===== config.mk =====
export PLATFORM = sky130hd
export DESIGN_NAME = glitch_free_clock_divmux_flat
export DESIGN_NICKNAME = d
export VERILOG_FILES = /design/src/rtl/glitch_free_clock_divmux_if.sv /design/src/rtl/glitch_free_clock_divmux.sv /design/src/flat_wrapper.sv
export SDC_FILE = /design/constraint.sdc
export NUM_CORES = 1
export LEC_CHECK = 0
export ABC_AREA = 1
export BUFFER_PORTS_ARGS = -buffer_cell sky130_fd_sc_hd__buf_2
export CORE_MARGIN = 3
export CORE_UTILIZATION = 30
export CTS_BUF_LIST = sky130_fd_sc_hd__clkbuf_8 sky130_fd_sc_hd__clkbuf_16
export CTS_CLUSTER_SIZE = 40
export DETAILED_ROUTE_END_ITERATION = 10
export GPL_TIMING_DRIVEN = 0
export RECOVER_POWER = 50
export SETUP_SLACK_MARGIN = 0.4
export SLEW_MARGIN = 20
export SYNTH_ARGS = -nofsm -noshare
export SYNTH_HDL_FRONTEND = slang
export SYNTH_SLANG_ARGS = --single-unit

===== constraint.sdc =====
create_clock -name clk -period 1.5 [get_ports clk]
set_input_delay 0.3 -clock clk [delete_from_list [all_inputs] [get_ports clk]]
set_output_delay 0.3 -clock clk [all_outputs]
set_load 0.02 [all_outputs]

===== src/rtl/glitch_free_clock_divmux_if.sv =====
// Control and status bundle for glitch_free_clock_divmux.
// master drives the run/select/divisor requests; slave is the clock generator.
interface glitch_free_clock_divmux_if #(
  parameter int unsigned CHANNELS  = 4,
  parameter int unsigned DIV_WIDTH = 8,
  parameter int unsigned SEL_WIDTH = $clog2(CHANNELS)
);
  logic                          en;
  logic [SEL_WIDTH-1:0]          sel;
  logic [CHANNELS*DIV_WIDTH-1:0] div_flat;
  logic                          clk_out;
  logic                          rise_stb;
  logic                          fall_stb;
  logic [SEL_WIDTH-1:0]          active_sel;
  logic                          running;
  logic                          pending;

  modport master (
    output en, sel, div_flat,
    input  clk_out, rise_stb, fall_stb, active_sel, running, pending
  );

  modport slave (
    input  en, sel, div_flat,
    output clk_out, rise_stb, fall_stb, active_sel, running, pending
  );
endinterface


===== src/rtl/glitch_free_clock_divmux.sv =====
// Glitch-free 50%-duty clock divider with runtime channel/divisor selection.
// Ratio, start and stop changes are applied only at the end of a LOW phase.
module glitch_free_clock_divmux #(
  parameter int unsigned CHANNELS  = 4,
  parameter int unsigned DIV_WIDTH = 8,
  parameter int unsigned SEL_WIDTH = $clog2(CHANNELS)
) (
  input  logic                        clk,
  input  logic                        rst,
  glitch_free_clock_divmux_if.slave   bus
);

  localparam logic [SEL_WIDTH-1:0] MAX_SEL = SEL_WIDTH'(CHANNELS - 1);

  typedef enum logic [1:0] {
    ST_STOPPED = 2'd0,
    ST_HIGH    = 2'd1,
    ST_LOW     = 2'd2
  } state_t;

  state_t               r_state;
  logic [DIV_WIDTH-1:0] r_cnt;
  logic [DIV_WIDTH-1:0] r_active_div;
  logic [SEL_WIDTH-1:0] r_active_sel;
  logic                 r_clk_out;
  logic                 r_rise_stb;
  logic                 r_fall_stb;
  logic                 r_running;

  state_t               w_nxt_state;
  logic [DIV_WIDTH-1:0] w_nxt_cnt;
  logic [DIV_WIDTH-1:0] w_nxt_div;
  logic [SEL_WIDTH-1:0] w_nxt_sel;
  logic                 w_nxt_clk;
  logic                 w_nxt_rise;
  logic                 w_nxt_fall;

  logic [DIV_WIDTH-1:0] w_div_arr [CHANNELS];
  logic [SEL_WIDTH-1:0] w_sel_clamp;
  logic [DIV_WIDTH-1:0] w_sel_div;

  for (genvar gi = 0; gi < CHANNELS; gi++) begin : g_div_unpack
    assign w_div_arr[gi] = bus.div_flat[gi*DIV_WIDTH +: DIV_WIDTH];
  end

  assign w_sel_clamp = (bus.sel > MAX_SEL) ? MAX_SEL : bus.sel;
  assign w_sel_div   = w_div_arr[w_sel_clamp];

  // Next-state and next-output logic; a new HIGH phase is the only place settings are latched
  always_comb begin
    w_nxt_state = r_state;
    w_nxt_cnt   = r_cnt;
    w_nxt_div   = r_active_div;
    w_nxt_sel   = r_active_sel;
    w_nxt_clk   = r_clk_out;
    w_nxt_rise  = 1'b0;
    w_nxt_fall  = 1'b0;

    case (r_state)
      ST_STOPPED: begin
        w_nxt_clk = 1'b0;
        if (bus.en) begin
          w_nxt_state = ST_HIGH;
          w_nxt_sel   = w_sel_clamp;
          w_nxt_div   = w_sel_div;
          w_nxt_cnt   = '0;
          w_nxt_clk   = 1'b1;
          w_nxt_rise  = 1'b1;
        end
      end

      ST_HIGH: begin
        if (r_cnt == r_active_div) begin
          w_nxt_state = ST_LOW;
          w_nxt_cnt   = '0;
          w_nxt_clk   = 1'b0;
          w_nxt_fall  = 1'b1;
        end else begin
          w_nxt_cnt = r_cnt + DIV_WIDTH'(1);
        end
      end

      ST_LOW: begin
        if (r_cnt != r_active_div) begin
          w_nxt_cnt = r_cnt + DIV_WIDTH'(1);
        end else if (bus.en) begin
          w_nxt_state = ST_HIGH;
          w_nxt_sel   = w_sel_clamp;
          w_nxt_div   = w_sel_div;
          w_nxt_cnt   = '0;
          w_nxt_clk   = 1'b1;
          w_nxt_rise  = 1'b1;
        end else begin
          w_nxt_state = ST_STOPPED;
          w_nxt_clk   = 1'b0;
        end
      end

      default: begin
        w_nxt_state = ST_STOPPED;
        w_nxt_clk   = 1'b0;
      end
    endcase
  end

  always_ff @(posedge clk) begin
    if (rst) begin
      r_state      <= ST_STOPPED;
      r_cnt        <= '0;
      r_active_div <= '0;
      r_active_sel <= '0;
      r_clk_out    <= 1'b0;
      r_rise_stb   <= 1'b0;
      r_fall_stb   <= 1'b0;
      r_running    <= 1'b0;
    end else begin
      r_state      <= w_nxt_state;
      r_cnt        <= w_nxt_cnt;
      r_active_div <= w_nxt_div;
      r_active_sel <= w_nxt_sel;
      r_clk_out    <= w_nxt_clk;
      r_rise_stb   <= w_nxt_rise;
      r_fall_stb   <= w_nxt_fall;
      r_running    <= (w_nxt_state != ST_STOPPED);
    end
  end

  assign bus.clk_out    = r_clk_out;
  assign bus.rise_stb   = r_rise_stb;
  assign bus.fall_stb   = r_fall_stb;
  assign bus.active_sel = r_active_sel;
  assign bus.running    = r_running;
  // A start, stop or channel change has been requested but not yet taken
  assign bus.pending    = (bus.en & ~r_running) | (~bus.en & r_running) |
                          (r_running & (w_sel_clamp != r_active_sel));

endmodule


===== src/flat_wrapper.sv =====
// flat-port wrapper written by rule: the top's interface ports become plain ports
module glitch_free_clock_divmux_flat 
#(
  parameter int unsigned CHANNELS  = 4,
  parameter int unsigned DIV_WIDTH = 8,
  parameter int unsigned SEL_WIDTH = $clog2(CHANNELS)
)
  (clk, rst, bus_en, bus_sel, bus_div_flat, bus_clk_out, bus_rise_stb, bus_fall_stb, bus_active_sel, bus_running, bus_pending);
  glitch_free_clock_divmux_if #(.CHANNELS(CHANNELS), .DIV_WIDTH(DIV_WIDTH), .SEL_WIDTH(SEL_WIDTH)) bus_i ();
  input  logic clk;
  input  logic rst;
  input wire logic [$bits(bus_i.en)-1:0] bus_en;
  input wire logic [$bits(bus_i.sel)-1:0] bus_sel;
  input wire logic [$bits(bus_i.div_flat)-1:0] bus_div_flat;
  output wire logic [$bits(bus_i.clk_out)-1:0] bus_clk_out;
  output wire logic [$bits(bus_i.rise_stb)-1:0] bus_rise_stb;
  output wire logic [$bits(bus_i.fall_stb)-1:0] bus_fall_stb;
  output wire logic [$bits(bus_i.active_sel)-1:0] bus_active_sel;
  output wire logic [$bits(bus_i.running)-1:0] bus_running;
  output wire logic [$bits(bus_i.pending)-1:0] bus_pending;
  assign bus_i.en = bus_en;
  assign bus_i.sel = bus_sel;
  assign bus_i.div_flat = bus_div_flat;
  assign bus_clk_out = bus_i.clk_out;
  assign bus_rise_stb = bus_i.rise_stb;
  assign bus_fall_stb = bus_i.fall_stb;
  assign bus_active_sel = bus_i.active_sel;
  assign bus_running = bus_i.running;
  assign bus_pending = bus_i.pending;
  glitch_free_clock_divmux #(.CHANNELS(CHANNELS), .DIV_WIDTH(DIV_WIDTH), .SEL_WIDTH(SEL_WIDTH)) u_core (.clk(clk), .rst(rst), .bus(bus_i));
endmodule

==> tab_implementation.tex <==
\begin{tabular}{lr}
\hline
Metric & Value \\
\hline
\multicolumn{2}{l}{\textbf{Die}} \\
\quad Core Rows & 26 \\
\quad Total Die Area & 6558 µm² \\
\quad Width of the chip & 80.98 µm \\
\quad Boundary pin count & 44 \\
\quad Area of the core region & 5270 µm² \\
\quad Chip height & 80.98 µm \\
\quad Starting utilization of the core area & 32.00\% \\
\multicolumn{2}{l}{\textbf{Timing}} \\
\quad Minimum period implied by the final worst setup slack & 1.466 ns \\
\quad Share of the clock period used by the worst path after layout & 97.75\% \\
\quad Max-slew violation total from the final report & 0 \\
\quad \# setup viols final & 0 \\
\quad Actual transition at the worst max-transition pin & 0.3119 ns \\
\quad Total negative slack & 0 ns \\
\quad Final worst setup slack & 0.03369 ns \\
\quad Layout Skew & 0.005415 ns \\
\quad Setup repair after global routing missed its margin & yes \\
\quad Count of final hold-check violations & 0 \\
\quad Highest achievable clock rate & 0.6820 GHz \\
\quad Final hold slack & 0.3915 ns \\
\quad Worst-case headroom to the max-slew limit & 79.20\% \\
\multicolumn{2}{l}{\textbf{Route}} \\
\quad Final routed wirelength across all metal layers & 5095 µm \\
\quad Detail Route Antenna Nets & 0 \\
\quad \# DRC & 0 \\
\quad Violation count after the first detailed-route iteration & 113 \\
\quad Overall via count from detail\_route & 1982 \\
\quad First-pass iteration count of the detailed router & 4 \\
\quad Via density per instance & 4.906 \\
\quad Routed length per placed instance & 12.61 µm \\
\multicolumn{2}{l}{\textbf{Synth}} \\
\quad Post-synthesis sequential area ratio & 28.49\% \\
\quad Net Count, Synth & 318 \\
\quad Synthesized instance count & 276 \\
\quad Area leader, netlist & dfxtp\_1 \\
\quad Leading cell types by total area after synthesis & dfxtp\_1 28\%, nor2\_1 12\%, nand2\_1 11\% \\
\quad Mean instance size in the synthesized netlist & 6.111 µm² \\
\quad Yosys warnings & 0 \\
\quad Combined area of all synthesized cells & 1687 µm² \\
\quad Proportion of register bits with asynchronous set or reset after synthesis & 0\% \\
\quad Count of state elements after synthesis & 24 \\
\quad Count of different cell masters after synthesis & 29 \\
\quad Post-synth EDFFs & 0 \\
\quad Most common cell in the netlist & nor2\_1 \\
\quad Most instantiated cells after synthesis & 56 x nor2\_1, 49 x nand2\_1, 32 x inv\_1 \\
\quad Most frequently used flop master after synthesis & dfxtp\_1 \\
\quad Area share of the leading cell type in the synthesized netlist & 28.49\% \\
\multicolumn{2}{l}{\textbf{Layout}} \\
\quad Count of placed standard cells in the final layout, fillers left out & 404 \\
\quad Count of fill cells added during filler insertion & 545 \\
\quad Post-route cell area & 2496 µm² \\
\quad Share of the core filled with cells in the final layout & 47.36\% \\
\quad Register cell area after layout & 510.5 µm² \\
\quad Area of combinational cells with multiple inputs & 1211 µm² \\
\quad Antenna cells & 0 \\
\quad Growth of design area from synthesis to finish & 48.00\% \\
\quad NumNets Final & 377 \\
\quad Proportion of layout cells with a drive suffix above 1 & 40.72\% \\
\multicolumn{2}{l}{\textbf{Placement}} \\
\quad Placed Instance Area & 2086 µm² \\
\quad Last weighted congestion value of the routability-driven placer & 0.8152 \\
\quad Detailed Place HPWL & 3523 µm \\
\quad Placed Cells incl. Taps & 386 \\
\quad Buffers on Ports & 40 \\
\quad Worst slack at placement & -0.1025 ns \\
\multicolumn{2}{l}{\textbf{Setup path}} \\
\quad RR Startpoint & u\_core.r\_cnt[3] \\
\quad Crit path from & u\_core.r\_cnt[3] \\
\quad Highest-delay cell along the critical path & dfxtp\_4 \\
\quad Worst path top cell family by delay & simple AND/OR/NAND/NOR gates \\
\quad Critical path buffer and inverter count & 1 \\
\quad Maximum fanout along the worst path & 5 \\
\quad Kind of critical path & reg2reg \\
\quad Top cell by count, worst path & nand2\_4 \\
\quad Largest stage delay on the critical path & 0.38 ns \\
\quad Cell Chain, Critical Path & xnor2\_2 -> nand2\_2 -> nor2\_4 -> nand2\_4 -> nand2\_4 -> nand2\_8 -> clkbuf\_16 -> o21ai\_2 -> nor2\_1 \\
\quad Worst EP required & 1.68 ns \\
\quad Type of element launching the critical path & register \\
\quad Critical Path Sink Type & register \\
\quad CP arrival & 1.64 ns \\
\multicolumn{2}{l}{\textbf{Power}} \\
\quad Switching pwr & 0.7426 mW \\
\quad Overall power of the completed layout & 2.177 mW \\
\quad Combinational share of power & 38.8\% \\
\quad Worst VDD drop & 0.0006889 V \\
\quad Leakage Power & 1.206 nW \\
\quad Clk pwr share & 26.6\% \\
\quad Pwr Density & 872.2 nW/µm² \\
\quad Part of the total power dissipated in sequential elements & 34.6\% \\
\quad Sw frac & 34.11\% \\
\quad Internal & 1.434 mW \\
\multicolumn{2}{l}{\textbf{Min path}} \\
\quad Worst hold path class & in2reg \\
\quad Startpoint of the worst hold path & rst \\
\multicolumn{2}{l}{\textbf{Global route}} \\
\quad Maximum number of pins on one net before global-route repair & 15 \\
\quad First-pass GRT wire length & 7983 µm \\
\quad Antenna violations before repair & 0 \\
\quad Vias in the first global route & 1771 \\
\quad GRT Total Usage & 15.53\% \\
\quad Global route total overflow & 0 \\
\multicolumn{2}{l}{\textbf{Clock network}} \\
\quad Largest buffer count on any clock path & 2 \\
\quad Clock Pin Slew Worst Setup and Hold Paths & 0.09 ns \\
\quad Hold-fix buffers at CTS & 0 \\
\quad CTS tree & done \\
\quad Cts bufs inserted & 3 \\
\quad CTS Sinks & 24 \\
\quad Clock root buffer & clkbuf\_8 \\
\quad Source-to-sink clock delay at the later pin of the worst-skew pair & 0.27 ns \\
\quad Number of H-tree branching levels & 1 \\
\multicolumn{2}{l}{\textbf{Run}} \\
\quad Number of maximum-capacitance violations & 0 \\
\multicolumn{2}{l}{\textbf{Outcome}} \\
\quad Outcome & finished, final reports clean \\
\hline
\end{tabular}
==> worst paths after layout <==
kind	endpoint	slack, ns	cells past startpoint
min reg2reg	u_core.r_active_div[7]	0.49	2
min	u_core.bus.rise_stb	0.39	2
max	u_core.bus.active_sel[0]	0.03	9
max reg2reg	u_core.bus.active_sel[0]	0.03	9
==> worst register-to-register path, delay by kind of cell, from the launching register on <==
family	cells	cell delay (ns)
AND/OR/NAND/NOR	6	0.56
flip-flops	1	0.38
buffers and inverters	1	0.16
XOR/XNOR	1	0.15
AO/OA/AOI/OAI	1	0.12
==> layer usage <==
metal	global-route usage, %	wire length, µm
met1	20.00	2276
met4	5.743	76
met2	25.86	2580
met3	2.661	162
met5	0	0
==> cells by family after synthesis <==
logic type,share of synthesized area (%)
buffers and inverters,12.46
AO/OA/AOI/OAI,17.06
AND/OR/NAND/NOR,35.16
flip-flops,28.49
XOR/XNOR,3.116
adder cells (fa/ha/maj),3.709
==> cells in the final DEF, fill, tap and decap left out, types with 5 or more instances in the layout <==
master / n
nor2_1: 51
nand2_1: 41
buf_2: 35
inv_1: 27
o21ai_0: 17
nand3_1: 13
a21oi_1: 12
dfxtp_1: 12
o21ai_2: 11
buf_4: 10
buf_6: 9
nand2_2: 9
o22ai_1: 8
nand4_1: 6
dfxtp_2: 6
dfxtp_4: 6
inv_2: 5
==> state kept, by name, indices dropped and copies added (netlist names) <==
register and cells:
u_core.bus.running 1, u_core.r_active_div 8, u_core.bus.fall_stb 1, u_core.bus.clk_out 1
u_core.bus.rise_stb 1, u_core.r_state 2, u_core.r_cnt 8, u_core.bus.active_sel 2
==> final cells by class <==
| type | instances | area share [%] |
|---|---|---|
| tap | 70 | 3.509 |
| clock inverter | 1 | 1.203 |
| multi-input combinational | 203 | 48.52 |
| sequential | 24 | 20.45 |
| clock buffer | 3 | 1.654 |
| inverter | 38 | 6.366 |
| timing repair buffer | 54 | 14.39 |
| buffer | 11 | 3.910 |
==> power groups by stage <==
stage	Sequential (mW)	Clock [mW]	Combinational [mW]
5_1_grt	0.759	0.629	0.928
3_3_place_gp	0.760	0	0.609
2_1_floorplan	0.775	0	0.440
3_5_place_dp	0.761	0	0.617
6_report	0.752	0.580	0.845
4_1_cts	0.747	0.596	0.718
==> timing repair <==
| action | 4_1_cts | 5_1_grt |
|---|---|---|
| endpoints found under the setup margin | 28 | 30 |
| cloned | 2 | 1 |
| gates resized for setup | 35 | 37 |
| pin swaps | 2 | 16 |
| buffers inserted | 6 | 5 |
Note: power is estimated with default switching activity, not from simulation.
